[config.mk]
export PLATFORM = sky130hd
export DESIGN_NAME = button_event_arbiter
export DESIGN_NICKNAME = d
export VERILOG_FILES = /design/src/rtl/button_event_arbiter.sv
export SDC_FILE = /design/constraint.sdc
export NUM_CORES = 1
export LEC_CHECK = 0
export ABC_AREA = 0
export CORE_MARGIN = 1.5
export CORE_UTILIZATION = 55
export DETAILED_ROUTE_END_ITERATION = 12
export GPL_TIMING_DRIVEN = 0
export PLACE_DENSITY = 0.73
export SLEW_MARGIN = 40
export SYNTH_ARGS = -nofsm -noshare
export SYNTH_HDL_FRONTEND = slang
export SYNTH_SLANG_ARGS = --single-unit
[constraint.sdc]
create_clock -name clk -period 1.84 [get_ports clk]
set_input_delay 0.184 -clock clk [delete_from_list [all_inputs] [get_ports clk]]
set_output_delay 0.184 -clock clk [all_outputs]
set_load 0.02 [all_outputs]
[src/rtl/button_event_arbiter.sv]
// button_event_arbiter
// Synchronizes and debounces N_BTN raw push-button levels, turns debounced
// edges into pending event flags and shares one valid/ready event port among
// the buttons with a round-robin arbiter.
//
// Optional feature macro: RELEASE_EVENT_EN
//   defined   -> release (1->0) edges also produce events, flagged with
//                evt_release=1.
//   undefined -> only press events; evt_release is constant 0.
//
// Handshake: evt_valid/evt_idx/evt_release are registered. Once evt_valid is
// high it stays high, and evt_idx/evt_release stay stable, until the cycle in
// which evt_ready is also high (the transfer happens on that rising edge).
// evt_ready is ignored while evt_valid is low.
module button_event_arbiter #(
  parameter int N_BTN     = 4,
  parameter int IDX_W     = 2,
  parameter int DB_CYCLES = 1000
) (
  input  logic             clk,
  input  logic             rst_n,
  input  logic [N_BTN-1:0] button,
  output logic [N_BTN-1:0] btn_state,
  output logic             evt_valid,
  input  logic             evt_ready,
  output logic [IDX_W-1:0] evt_idx,
  output logic             evt_release
);

  localparam int CNT_W = $clog2(DB_CYCLES + 1);
  localparam logic [CNT_W-1:0] CNT_LAST = CNT_W'(DB_CYCLES - 1);

  typedef enum logic {
    S_IDLE  = 1'b0,
    S_OFFER = 1'b1
  } state_t;

  logic [N_BTN-1:0] sync_q1;
  logic [N_BTN-1:0] sync_q2;
  logic [CNT_W-1:0] cnt [N_BTN];
  logic [N_BTN-1:0] state_d;
  logic [N_BTN-1:0] rise;
  logic [N_BTN-1:0] pend_press;
  logic [N_BTN-1:0] pend_rel;
  logic [N_BTN-1:0] clr_press;
  logic             handshake;
  logic [IDX_W-1:0] rr_ptr;
  state_t           state;

  logic             sel_found;
  logic [IDX_W-1:0] sel_idx;
  logic             sel_rel;
  int               scan_pos;
  logic [IDX_W-1:0] scan_idx;

  // Two-flop synchronizer for the asynchronous button pins.
  always_ff @(posedge clk or negedge rst_n) begin
    if (!rst_n) begin
      sync_q1 <= '0;
      sync_q2 <= '0;
    end else begin
      sync_q1 <= button;
      sync_q2 <= sync_q1;
    end
  end

  // Per-button debounce: the synchronized level must disagree with the
  // debounced level for DB_CYCLES consecutive edges; any agreement restarts.
  always_ff @(posedge clk or negedge rst_n) begin
    if (!rst_n) begin
      btn_state <= '0;
      for (int i = 0; i < N_BTN; i++) begin
        cnt[i] <= '0;
      end
    end else begin
      for (int i = 0; i < N_BTN; i++) begin
        if (sync_q2[i] != btn_state[i]) begin
          if (cnt[i] == CNT_LAST) begin
            btn_state[i] <= ~btn_state[i];
            cnt[i]       <= '0;
          end else begin
            cnt[i] <= cnt[i] + CNT_W'(1);
          end
        end else begin
          cnt[i] <= '0;
        end
      end
    end
  end

  assign rise      = btn_state & ~state_d;
  assign handshake = evt_valid & evt_ready;

  // Clear request for the press flag that is being handed over this cycle.
  always_comb begin
    clr_press = '0;
    if (handshake && !evt_release) begin
      clr_press[evt_idx] = 1'b1;
    end
  end

  // Edge history and press flags; a new edge in the clearing cycle wins.
  always_ff @(posedge clk or negedge rst_n) begin
    if (!rst_n) begin
      state_d    <= '0;
      pend_press <= '0;
    end else begin
      state_d    <= btn_state;
      pend_press <= (pend_press & ~clr_press) | rise;
    end
  end

`ifdef RELEASE_EVENT_EN
  logic [N_BTN-1:0] fall;
  logic [N_BTN-1:0] clr_rel;

  assign fall = ~btn_state & state_d;

  // Clear request for the release flag that is being handed over.
  always_comb begin
    clr_rel = '0;
    if (handshake && evt_release) begin
      clr_rel[evt_idx] = 1'b1;
    end
  end

  // Release flags, same coalescing and set-wins rule as press flags.
  always_ff @(posedge clk or negedge rst_n) begin
    if (!rst_n) begin
      pend_rel <= '0;
    end else begin
      pend_rel <= (pend_rel & ~clr_rel) | fall;
    end
  end
`else
  assign pend_rel = '0;
`endif

  // Round-robin pick: first button with any pending flag at or after rr_ptr,
  // wrapping; a pending press beats a pending release on the same button.
  always_comb begin
    sel_found = 1'b0;
    sel_idx   = '0;
    sel_rel   = 1'b0;
    scan_pos  = 0;
    scan_idx  = '0;
    for (int k = 0; k < N_BTN; k++) begin
      scan_pos = int'(rr_ptr) + k;
      if (scan_pos >= N_BTN) begin
        scan_pos = scan_pos - N_BTN;
      end
      scan_idx = IDX_W'(scan_pos);
      if (!sel_found && (pend_press[scan_idx] || pend_rel[scan_idx])) begin
        sel_found = 1'b1;
        sel_idx   = scan_idx;
        sel_rel   = ~pend_press[scan_idx];
      end
    end
  end

  // Arbiter FSM: latch the pick in IDLE, hold it in OFFER until accepted.
  always_ff @(posedge clk or negedge rst_n) begin
    if (!rst_n) begin
      state       <= S_IDLE;
      evt_valid   <= 1'b0;
      evt_idx     <= '0;
      evt_release <= 1'b0;
      rr_ptr      <= '0;
    end else begin
      case (state)
        S_IDLE: begin
          if (sel_found) begin
            state       <= S_OFFER;
            evt_valid   <= 1'b1;
            evt_idx     <= sel_idx;
            evt_release <= sel_rel;
          end
        end
        S_OFFER: begin
          if (evt_ready) begin
            state     <= S_IDLE;
            evt_valid <= 1'b0;
            rr_ptr    <= (evt_idx == IDX_W'(N_BTN - 1)) ? '0 : evt_idx + IDX_W'(1);
          end
        end
        default: begin
          state     <= S_IDLE;
          evt_valid <= 1'b0;
        end
      endcase
    end
  end

endmodule
==> results <==
- The flow ran to the end, and the final reports show no timing, DRC or antenna violations.
- The number of I/O pins is 15.
- For this run, design rule violations remaining after detail routing come to 0.
- Traced cell by cell, the critical path runs through clkdlybuf4s50_1.
- TritonCTS built the clock tree.
- Setup violations remaining at the end of the flow were counted as 0.
- For this run, the share of the core covered by cells in the final layout is 0.680.
- In this run, synthesis produced a sequential element count of 67.
- In the finished design, the share of the clock period the worst path needs comes to 0.888.
- The area growth from synthesis to layout is 17.9%.
- The time the worst path needs with I/O delays and setup is ~1.6 ns.
- After detailed routing, the total wire length is between 4 and 5 mm.
- The total negative setup slack is 0 ns.
- Yosys printed 0 warnings.
- The clock edge transition at the registers on the reported setup and hold paths is 0.08 ns.
- The worst-case vdd ir drop is 0.000593 V.
- The critical path startpoint category is a flop.
- The transition time of the tightest slew-check pin is 0.519 ns.
- The maximum number of pins on one net before global-route repair is 41.
- The slowest stage of the critical path belongs to the cell clkdlybuf4s50_1.
- In this run the static leakage power is 1.46 nW.
- The detail route stage leaves a number of antenna-violating nets equal to 0.
- Global routing finished with a remaining overflow of 0.
- After floorplanning, the core was sized to cover 5140 um^2.
- Power spread over the standard cell area amounts to 1120 nW/um^2.
- In the global route stage, met3 resource usage came out at 0.0563.
- The share of the yosys chip area belonging to registers is 0.566.
- The cell area after placement is 3210 um^2.
- The setup skew after layout is 0.00663 ns.
- At the worst endpoint, the arrival time is 1.45 ns.
- The worst path meets setup with a little over 0.2 ns of slack.
- The maximum buffer depth of the clock tree is 2.
- The count of different cell masters after synthesis is 33.
- STA puts the critical path data required time at 1.66 ns.
- Clock tree synthesis selected as its root buffer the cell clkbuf_8.
- The highest fanout seen on the critical path is 6.
- The number of buffers and inverters on the critical path is 1.
- The final number of max-transition violations is 0.
- Setup repair after global routing left no endpoint under its margin.
- The total global-route track usage is 0.195.
- For met1 alone, demand over resource in global routing was 0.230.
- The insertion delay to the later sink of the worst-skew pair is approximately 0.34 ns.
- Grouping stages by cell kind, the critical path spends the most delay in buffers and inverters.
- For this run, the top clock speed supported by timing is 0.612 GHz.
- The TritonCTS sink count is 67.
- In this run the mean area of a mapped cell was approximately 11 um^2.
- The starting density of the core is 0.577.
- The classification of the worst-slack hold path is in2reg.
- The final weighted congestion in routability-driven placement is around 0.85.
- The initial antenna violation count was 0.
- For this run, the slowest stage of the critical path takes approximately 0.64 ns.
- The number of I/O port buffers is 14.
- The number of antenna diodes in the final layout is 0.
- The number of global-route vias before repair is 2073.
- The total number of H-tree levels is 3.
- The area of the die is 5840 um^2.
- The first TritonRoute pass finished after 4 iterations.
- The count of max-cap constraint violations is 0.
- The number of hold violations in the final report came to 0.
- The half-perimeter wire length after detailed placement is 3.39 mm.
- For met2 alone, demand over resource in global routing was 0.322.
- Once placement completed, the tool counted placed cells totaling 367.
- The post-route cell area is 3490 um^2.
- The worst-case hold slack is 0.278 ns.
- The global-route layer with the greatest usage is met2.
- Buffers inserted during clock tree synthesis total 9.
- The number of nets in the synthesized netlist is 297.
- The kind of end point of the critical path is a primary output.
- The final standard cell count with taps included and fillers excluded is 384.
- Synthesis handed over a netlist of 282 instances.
- In the final routed layout, each cell accounts on average for 12.8 um.
- From bottom edge to top edge, the die measures between 70 and 80 um.
- By startpoint and endpoint, the worst setup path is classified as reg2out.
- The relative slew slack is 0.651.
- The floorplan has 26 rows.
- The worst slack after detailed placement is 0.134 ns.
- The first global-routing pass estimated around 8.8 mm of wire.
- The final layout net count is 324.
- Post-CTS timing repair inserted 0 buffers for setup.
- The routed via count is 2077.
- The share of layout cells above drive strength 1 is 0.0860.
- The DRC marker count from the first detailed-route iteration is 88.
- The die is 76.4 um wide.
- The design draws 3.92 mW.
- The mapped netlist covers 2960 um^2.
- Dividing the detail-routed via count by the number of cells gives 5.41.
state kept, by name (all words and copies together), names as in the netlist:
register,flops
btn_state,4
cnt,40
evt_idx,2
evt_release,1
evt_valid,1
pend_press,4
rr_ptr,2
state,1
state_d,4
sync_q1,4
sync_q2,4
Yosys cell counts:
cell	count	area share
nand3b_1	1	0.0025
mux2i_1	2	0.0068
xor2_1	7	0.021
a31oi_1	7	0.015
and2_1	1	0.0021
o2bb2ai_1	1	0.0030
nand3_4	2	0.012
nand4_1	11	0.023
o22ai_1	1	0.0021
and3_1	1	0.0021
nor3_1	6	0.010
o21ai_0	12	0.020
nand2_1	15	0.019
and3_4	2	0.0076
nor4_1	1	0.0021
mux2_2	5	0.019
o32ai_1	1	0.0030
xnor2_1	18	0.053
nor2b_1	1	0.0021
inv_1	23	0.029
or3_1	7	0.015
o31ai_1	1	0.0025
o211ai_1	3	0.0076
nor3b_1	2	0.0051
o21bai_1	3	0.0076
nand3_1	17	0.029
a22oi_1	1	0.0025
a21oi_1	11	0.019
dfrtp_1	67	0.57
o221ai_1	1	0.0030
nor2_1	42	0.053
ha_1	8	0.034
a21o_1	1	0.0025
per-layer routing:
layer / up-vias / part of all wire
li1: 1025 / -
met1: 1018 / 0.47
met5: - / 0
met3: 9 / 0.033
met2: 25 / 0.47
met4: 0 / 0.020
worst paths after layout:
| kind | from | end | slack, ns | cells after the start |
|---|---|---|---|---|
| worst max-delay path | btn_state[3] | btn_state[3] | 0.21 | 1 |
| worst min-delay path | button[3] | sync_q1[3] | 0.28 | 1 |
| worst max register to register | cnt[3] | cnt[3] | 0.29 | 4 |
| worst min register to register | sync_q1[0] | sync_q2[0] | 0.35 | 0 |
| max in group asynchronous | rst_n | cnt[12] | 1.02 | 3 |
| min in group asynchronous | rst_n | cnt[6] | 0.29 | 2 |
placed cells by master, fill, tap and decap left out, types with 8 or more instances in the layout:
master	instances
nand2_1	15
nand4_1	11
dfrtp_1	67
clkdlybuf4s50_1	13
clkbuf_8	10
inv_1	23
xnor2_1	18
o21ai_0	11
a21oi_1	11
ha_1	8
nand3_1	17
nor2_1	42
report_power, final:
group	internal, mW	switching, mW	total (mW)
Combinational	0.247	0.292	0.539
Clock	1.08	0.565	1.64
Sequential	1.60	0.135	1.74
Total	2.92	0.993	3.92
timing repair:
| action | CTS | global route |
|---|---|---|
| setup endpoints to repair | 0 | 5 |
| gates resized for setup | 0 | 1 |
| hold buffers | 1 | 0 |
| hold endpoints to repair | 27 | 0 |
cell families (layout without fill, tap and decap cells):
logic type,Yosys count,in the layout,share of synthesized area
buffers and inverters,23,55,0.0291
XOR/XNOR,25,25,0.0739
AO/OA/AOI/OAI,43,43,0.0874
multiplexers,7,7,0.0257
adder cells (fa/ha/maj),8,8,0.0338
AND/OR/NAND/NOR,109,109,0.184
flip-flops,67,67,0.566
final cells by class:
| cell class | count | area [um^2] |
|---|---|---|
| clock buffer | 10 | 138 |
| clock inverter | 6 | 136 |
| fill | 404 | 1650 |
| inverter | 23 | 86.3 |
| multi-input combinational | 192 | 1200 |
| sequential | 67 | 1680 |
| tap | 70 | 87.6 |
| timing repair buffer | 16 | 168 |
No activity file was read; power rests on OpenSTA's default activity.
